<file path="src/rtl/alu_pkg.sv">
// ============================================================================
// Module   : alu_pkg
// Purpose  : Shared ALU op/flag encodings and shift-sequencer helper functions.
// Revision : 1.0 - initial release
// ============================================================================
`default_nettype none

package alu_pkg;

   typedef enum logic [4:0] {
      ALUOP_AND = 5'd0,
      ALUOP_OR  = 5'd1,
      ALUOP_XOR = 5'd2,
      ALUOP_ADD = 5'd3,
      ALUOP_ADC = 5'd4,
      ALUOP_SUB = 5'd5,
      ALUOP_SBB = 5'd6,
      ALUOP_CMP = 5'd7,
      ALUOP_ROL = 5'd8,
      ALUOP_ROR = 5'd9,
      ALUOP_RCL = 5'd10,
      ALUOP_RCR = 5'd11,
      ALUOP_SHL = 5'd12,
      ALUOP_SHR = 5'd13,
      ALUOP_SAR = 5'd14,
      ALUOP_NOT = 5'd15
   } AluOp;

   typedef enum logic [2:0] {
      FLAG_CY = 3'd0,
      FLAG_P  = 3'd1,
      FLAG_AC = 3'd2,
      FLAG_Z  = 3'd3,
      FLAG_S  = 3'd4,
      FLAG_V  = 3'd5
   } AluFlags;

   localparam int         BYTE_MSB = 7;
   localparam int         WORD_MSB = 15;
   localparam logic [4:0] CNT_MASK = 5'h1F;

   function automatic logic is_rotate_op(input logic [4:0] op);
      return (op == ALUOP_ROL) || (op == ALUOP_ROR);
   endfunction

   function automatic logic is_shift_op(input logic [4:0] op);
      return is_rotate_op(op) || (op == ALUOP_SHL) || (op == ALUOP_SHR);
   endfunction

   // Flags an op is allowed to overwrite; everything else keeps its PSW value.
   function automatic logic [5:0] step_flag_mask(input logic [4:0] op);
      logic [5:0] m;
      m = '0;
      if (is_rotate_op(op)) begin
         m[FLAG_CY] = 1'b1;
         m[FLAG_V]  = 1'b1;
      end else if ((op == ALUOP_SHL) || (op == ALUOP_SHR)) begin
         m[FLAG_CY] = 1'b1;
         m[FLAG_V]  = 1'b1;
         m[FLAG_Z]  = 1'b1;
         m[FLAG_S]  = 1'b1;
         m[FLAG_P]  = 1'b1;
      end
      return m;
   endfunction

   // A rotate that reduces to zero still runs a full turn so CY is refreshed.
   function automatic logic [4:0] eff_count(input logic [4:0] op, input logic size,
                                            input logic [4:0] cnt5, input logic reduce);
      logic [4:0] red;
      if (reduce && is_rotate_op(op)) begin
         red = size ? {1'b0, cnt5[3:0]} : {2'b00, cnt5[2:0]};
         if ((red == 5'd0) && (cnt5 != 5'd0))
            red = size ? 5'd16 : 5'd8;
         return red;
      end
      return cnt5;
   endfunction

endpackage

`default_nettype wire

</file>
<file path="src/rtl/alu_shift_sequencer.sv">
// ============================================================================
// Module   : alu_shift_sequencer
// Purpose  : Runs counted shifts/rotates as one single-bit ALU step per cycle.
// Revision : 1.0 - initial release
// ============================================================================
`default_nettype none

module alu_shift_sequencer
   import alu_pkg::*;
#(
   parameter bit ROT_REDUCE = 1'b1
) (
   input  logic        clk,
   input  logic        reset,
   input  logic        start,
   input  logic [4:0]  op,
   input  logic        size,
   input  logic [15:0] operand,
   input  logic [7:0]  count,
   input  logic [5:0]  flags_in,
   output logic        busy,
   output logic        done,
   output logic        illegal,
   output logic [15:0] result,
   output logic [5:0]  flags_out,
   output logic [4:0]  alu_op,
   output logic        alu_size,
   output logic [15:0] alu_a,
   output logic [15:0] alu_b,
   input  logic [15:0] alu_r,
   input  logic [5:0]  alu_flags
);

   localparam logic [1:0] ST_IDLE = 2'd0;
   localparam logic [1:0] ST_STEP = 2'd1;
   localparam logic [1:0] ST_FIN  = 2'd2;

   logic [1:0]  state;
   logic [15:0] acc;
   logic [4:0]  rem;
   logic [5:0]  flag_q;
   logic [4:0]  op_q;
   logic        size_q;

   logic [4:0]  cnt5;
   logic [4:0]  start_cnt;
   logic        start_ok;
   logic [5:0]  flag_mask;
   logic [5:0]  flags_next;
   logic [15:0] acc_next;
   logic        in_step;
   logic        unused_count_hi;

   assign unused_count_hi = ^count[7:5];
   assign cnt5            = count[4:0] & CNT_MASK;
   assign start_cnt       = eff_count(op, size, cnt5, ROT_REDUCE);
   assign start_ok        = is_shift_op(op);

   assign flag_mask  = step_flag_mask(op_q);
   assign flags_next = (flag_q & ~flag_mask) | (alu_flags & flag_mask);
   // Byte mode never touches the upper half of the accumulator.
   assign acc_next   = size_q ? alu_r : {acc[15:8], alu_r[7:0]};

   assign in_step  = (state == ST_STEP);
   assign alu_op   = in_step ? op_q : ALUOP_AND;
   assign alu_size = in_step ? size_q : 1'b0;
   assign alu_a    = in_step ? (size_q ? acc : {8'h00, acc[7:0]}) : 16'h0000;
   assign alu_b    = in_step ? 16'd1 : 16'd0;

   always_ff @(posedge clk or posedge reset) begin
      if (reset) begin
         state     <= ST_IDLE;
         acc       <= '0;
         rem       <= '0;
         flag_q    <= '0;
         op_q      <= '0;
         size_q    <= 1'b0;
         busy      <= 1'b0;
         done      <= 1'b0;
         illegal   <= 1'b0;
         result    <= '0;
         flags_out <= '0;
      end else begin
         done    <= 1'b0;
         illegal <= 1'b0;
         case (state)
            ST_IDLE: begin
               if (start) begin
                  acc    <= operand;
                  flag_q <= flags_in;
                  op_q   <= op;
                  size_q <= size;
                  rem    <= start_cnt;
                  busy   <= 1'b1;
                  if (start_ok && (start_cnt != 5'd0)) begin
                     state <= ST_STEP;
                  end else begin
                     state     <= ST_FIN;
                     done      <= 1'b1;
                     illegal   <= ~start_ok;
                     result    <= operand;
                     flags_out <= flags_in;
                  end
               end
            end
            ST_STEP: begin
               acc    <= acc_next;
               flag_q <= flags_next;
               rem    <= rem - 5'd1;
               if (rem == 5'd1) begin
                  state     <= ST_FIN;
                  done      <= 1'b1;
                  result    <= acc_next;
                  flags_out <= flags_next;
               end
            end
            ST_FIN: begin
               // A start arriving alongside done is dropped; the requester retries.
               state <= ST_IDLE;
               busy  <= 1'b0;
            end
            default: begin
               state <= ST_IDLE;
               busy  <= 1'b0;
            end
         endcase
      end
   end

endmodule

`default_nettype wire

</file>
<file path="config.mk">
export PLATFORM = sky130hd
export DESIGN_NAME = alu_shift_sequencer
export DESIGN_NICKNAME = d
export VERILOG_FILES = /design/src/rtl/alu_pkg.sv /design/src/rtl/alu_shift_sequencer.sv
export SDC_FILE = /design/constraint.sdc
export NUM_CORES = 1
export LEC_CHECK = 0
export CORE_ASPECT_RATIO = 1.75
export CORE_MARGIN = 2
export CORE_UTILIZATION = 35
export DETAILED_ROUTE_END_ITERATION = 8
export GPL_ROUTABILITY_DRIVEN = 1
export PLACE_DENSITY = 0.75
export SLEW_MARGIN = 20
export SYNTH_ARGS = -nofsm -noshare
export SYNTH_HDL_FRONTEND = slang
export SYNTH_SLANG_ARGS = --single-unit
</file>
<file path="constraint.sdc">
create_clock -name clk -period 6.2 [get_ports clk]
set_input_delay 1.55 -clock clk [delete_from_list [all_inputs] [get_ports clk]]
set_output_delay 1.55 -clock clk [all_outputs]
set_load 0.1 [all_outputs]
</file>
==> impl_metrics.env <==
export IMPL_grt_max_degree=61
export IMPL_critical_path_top_delay_family="buffers and inverters"
export IMPL_max_freq_mhz=209
export IMPL_finalMaxSlewViolations=0
export IMPL_pwr_share_comb_pct=54.7
export IMPL_outcome="completed"
export IMPL_num_vias=2513
export IMPL_required_ps=4650
export IMPL_groute_layer_met2_usage_pct=29.3
export IMPL_n_antenna_cell=0
export IMPL_slew_headroom_pct=31.8
export IMPL_setup_viol_count_final=0
export IMPL_ant_nets=0
export IMPL_syn_area_per_cell_um2=10.1
export IMPL_p_per_area_mw_per_mm2=566
export IMPL_ir_worst_vdd_uv=313
export IMPL_finalClockSkew_ps=5.71
export IMPL_critical_path_slowest_cell="clkdlybuf4s50_1"
export IMPL_clockBufferDepth=2
export IMPL_fin_crit_ps=4770
export IMPL_crit_start="state[0]$_DFFE_PP0P_"
export IMPL_grt_overflow_total=0
export IMPL_wl_per_cell_um=14.3
export IMPL_drt_pass1_iter_count=6
export IMPL_p_sw_mw=1.29
export IMPL_post_route_cell_area_mm2=0.00448
export IMPL_worstHoldPathType="flop to flop"
export IMPL_final_nets=472
export IMPL_path_cells="and2b_2, and3_1, clkdlybuf4s50_1"
export IMPL_syn_inst=313
export IMPL_synthFlopType="dfrtp_1"
export IMPL_fp_dieH_um=130
export IMPL_timing_hold_ws_ps=462
export IMPL_setup_tns_ps=0
export IMPL_crit_type="flop to output port"
export IMPL_end_kind="output port"
export IMPL_setup_slack_ps=1430
export IMPL_fin_crit_sh_pct=77.0
export IMPL_seq_area_frac_synth_pct=47.5
export IMPL_clock_root_buffer="clkbuf_16"
export IMPL_p_sw_share_pct=51.0
export IMPL_vias_per_cell=4.75
export IMPL_ctsHoldBuffers=0
export IMPL_grt_pass1_vias=2589
export IMPL_dieArea_mm2=0.00984
export IMPL_synth_edff_count=0
export IMPL_core_mm2=0.00873
export IMPL_busiest_layer="met2"
export IMPL_clk_transition_reported_paths_ps=50
export IMPL_portBuffers=104
export IMPL_fp_row_count=45
export IMPL_startpoint_type="flop"
export IMPL_yosys_warnings=0
export IMPL_hold_viol_final=0
export IMPL_antenna_found_initial=0
export IMPL_gr_usage_all_layers_pct=16.9
export IMPL_clkPwrFrac_pct=17.0
export IMPL_syn_area_mm2=0.00316
export IMPL_start_util_pct=36.2
export IMPL_path_buf_inv=1
export IMPL_dpl_instance_area_mm2=0.00422
export IMPL_worstMarginPinSlew_ps=1020
export IMPL_power_frac_seq_pct=28.3
export IMPL_cts_tree="built"
export IMPL_gp_congestion=0.810
export IMPL_dieWidth_um=75.9
export IMPL_min_from="op_q[0]$_DFFE_PP0P_"
export IMPL_cts_buffers=9
export IMPL_grt_met3_usage_pct=4.17
export IMPL_met1_usage_pct=18.1
export IMPL_drc=0
export IMPL_rr_worst_depth=4
export IMPL_reg2reg_from="state[0]$_DFFE_PP0P_"
export IMPL_cpPeakStageDelay_ps=1150
export IMPL_numClockSinks=60
export IMPL_maxCapViolCount=0
export IMPL_final_common_cell="clkdlybuf4s50_1"
export IMPL_leakagePower_nw=1.98
export IMPL_cp_max_fo=56
export IMPL_io_pins=124
export IMPL_cp_arrival_ps=3220
export IMPL_postCtsSetupRepairBufs=0
export IMPL_htreeDepth=3
export IMPL_cts_resized=0
export IMPL_async_flop_share_pct=100
export IMPL_mostFrequentLayoutCells="clkdlybuf4s50_1 (104), dfrtp_1 (60), nand2_1 (45), mux2i_1 (26), o21ai_0 (23)"
export IMPL_detail_route_wirelength_um=7580
export IMPL_crit_cells=3
export IMPL_hold_depth=2
export IMPL_synth_seq_cells=60
export IMPL_rsz0062_at_grt="no"
export IMPL_area_growth_pct=41.6
export IMPL_grt_pass1_wl_um=12400
export IMPL_initialDrtViolationCount=109
export IMPL_synth_cell_types=44
export IMPL_dp_final_hpwl_um=5420
export IMPL_place_ws_ps=1740
export IMPL_clock_latency_ps=320
export IMPL_drive_gt1_share_pct=10.9
export IMPL_p_int_mw=1.24
[worst paths after layout]
check	to	slack, ps
worst min register to register	op_q[0]$_DFFE_PP0P_	460
max in group asynchronous	acc[11]$_DFFE_PP0P_	3920
min in group asynchronous	flags_out[5]$_DFFE_PP0P_	1770
worst min-delay path	op_q[0]$_DFFE_PP0P_	460
worst max-delay path	alu_a[15]	1430
worst max register to register	flags_out[2]$_DFFE_PP0P_	3690
[stage by stage]
stage | utilization [%] | instances | total power [mW]
2_1_floorplan | - | 327 | 1.79
3_3_place_gp | 48.4 | 515 | 2.09
3_5_place_dp | 48.4 | 515 | 2.12
4_1_cts | 51.3 | 529 | 2.56
5_1_grt | 51.3 | 529 | 2.67
6_report | 51.3 | 529 | 2.54
[power by group through the flow]
stage	registers, mW	logic, mW	clock network, mW
after floorplan	1.25	0.543	0
after global placement	0.713	1.37	0
after detailed placement	0.720	1.40	0
after CTS	0.717	1.40	0.445
after global routing	0.742	1.46	0.463
final	0.716	1.39	0.432
[sequential cells by signal, indices dropped and copies added (netlist names)]
name       count
acc           16
result        16
flag_q         6
flags_out      6
op_q           5
rem            5
state          2
busy           1
done           1
illegal        1
size_q         1
[worst reg2reg max path, cell delays in order, from the launching register on]
cell	delay, ps
dfrtp_1	590
and2b_2	890
buf_4	320
mux2_2	350
mux2_2	260
[final cells by class]
| class | count | area, um^2 |
|---|---|---|
| clock buffers | 11 | 243 |
| fillers | 796 | 4250 |
| multi-input cells | 210 | 1430 |
| repair buffers | 107 | 1060 |
| inverters | 21 | 78.8 |
| flip-flops and latches | 60 | 1500 |
| well taps | 117 | 146 |
| clock inverters | 3 | 15.0 |
[metal layers]
layer,vias to the layer above,share of wire (%)
li1,1208,-
met3,21,4.1
met5,-,0
met1,1195,38
met4,0,4.1
met2,89,54
[kinds of logic (layout without fill, tap and decap cells)]
logic type	count (synthesis)	after routing	share of synthesized area, %
buffers and inverters	57	142	9.22
other	1	15	0.119
flip-flops	60	60	47.5
XOR/XNOR	1	1	0.277
AND/OR/NAND/NOR	91	91	14.5
adder cells (fa/ha/maj)	2	2	0.791
multiplexers	46	46	15.9
AO/OA/AOI/OAI	55	55	11.7
[cells in the mapped netlist, types with 2 or more instances]
cell type  instances  area share [%]
ha_1               2            0.79
and2_1            15             3.0
nand2_1           45             5.3
o21ai_0           23             3.6
and3_1             8             1.6
dfrtp_1           60              47
o2bb2ai_1          3            0.83
clkbuf_1          12             1.4
mux2i_1           26             8.2
a211oi_4           2             1.3
a211oi_1           4            0.95
buf_4             17             4.0
a21o_1             3            0.71
inv_1             21             2.5
buf_2              5            0.79
nor2_1             9             1.1
nor3_1             3            0.47
a31oi_1            3            0.59
mux2_4             5             2.4
nand3_1            2            0.32
a21oi_1            8             1.3
mux2_2            15             5.3
Power figures use the tool's default switching activity.
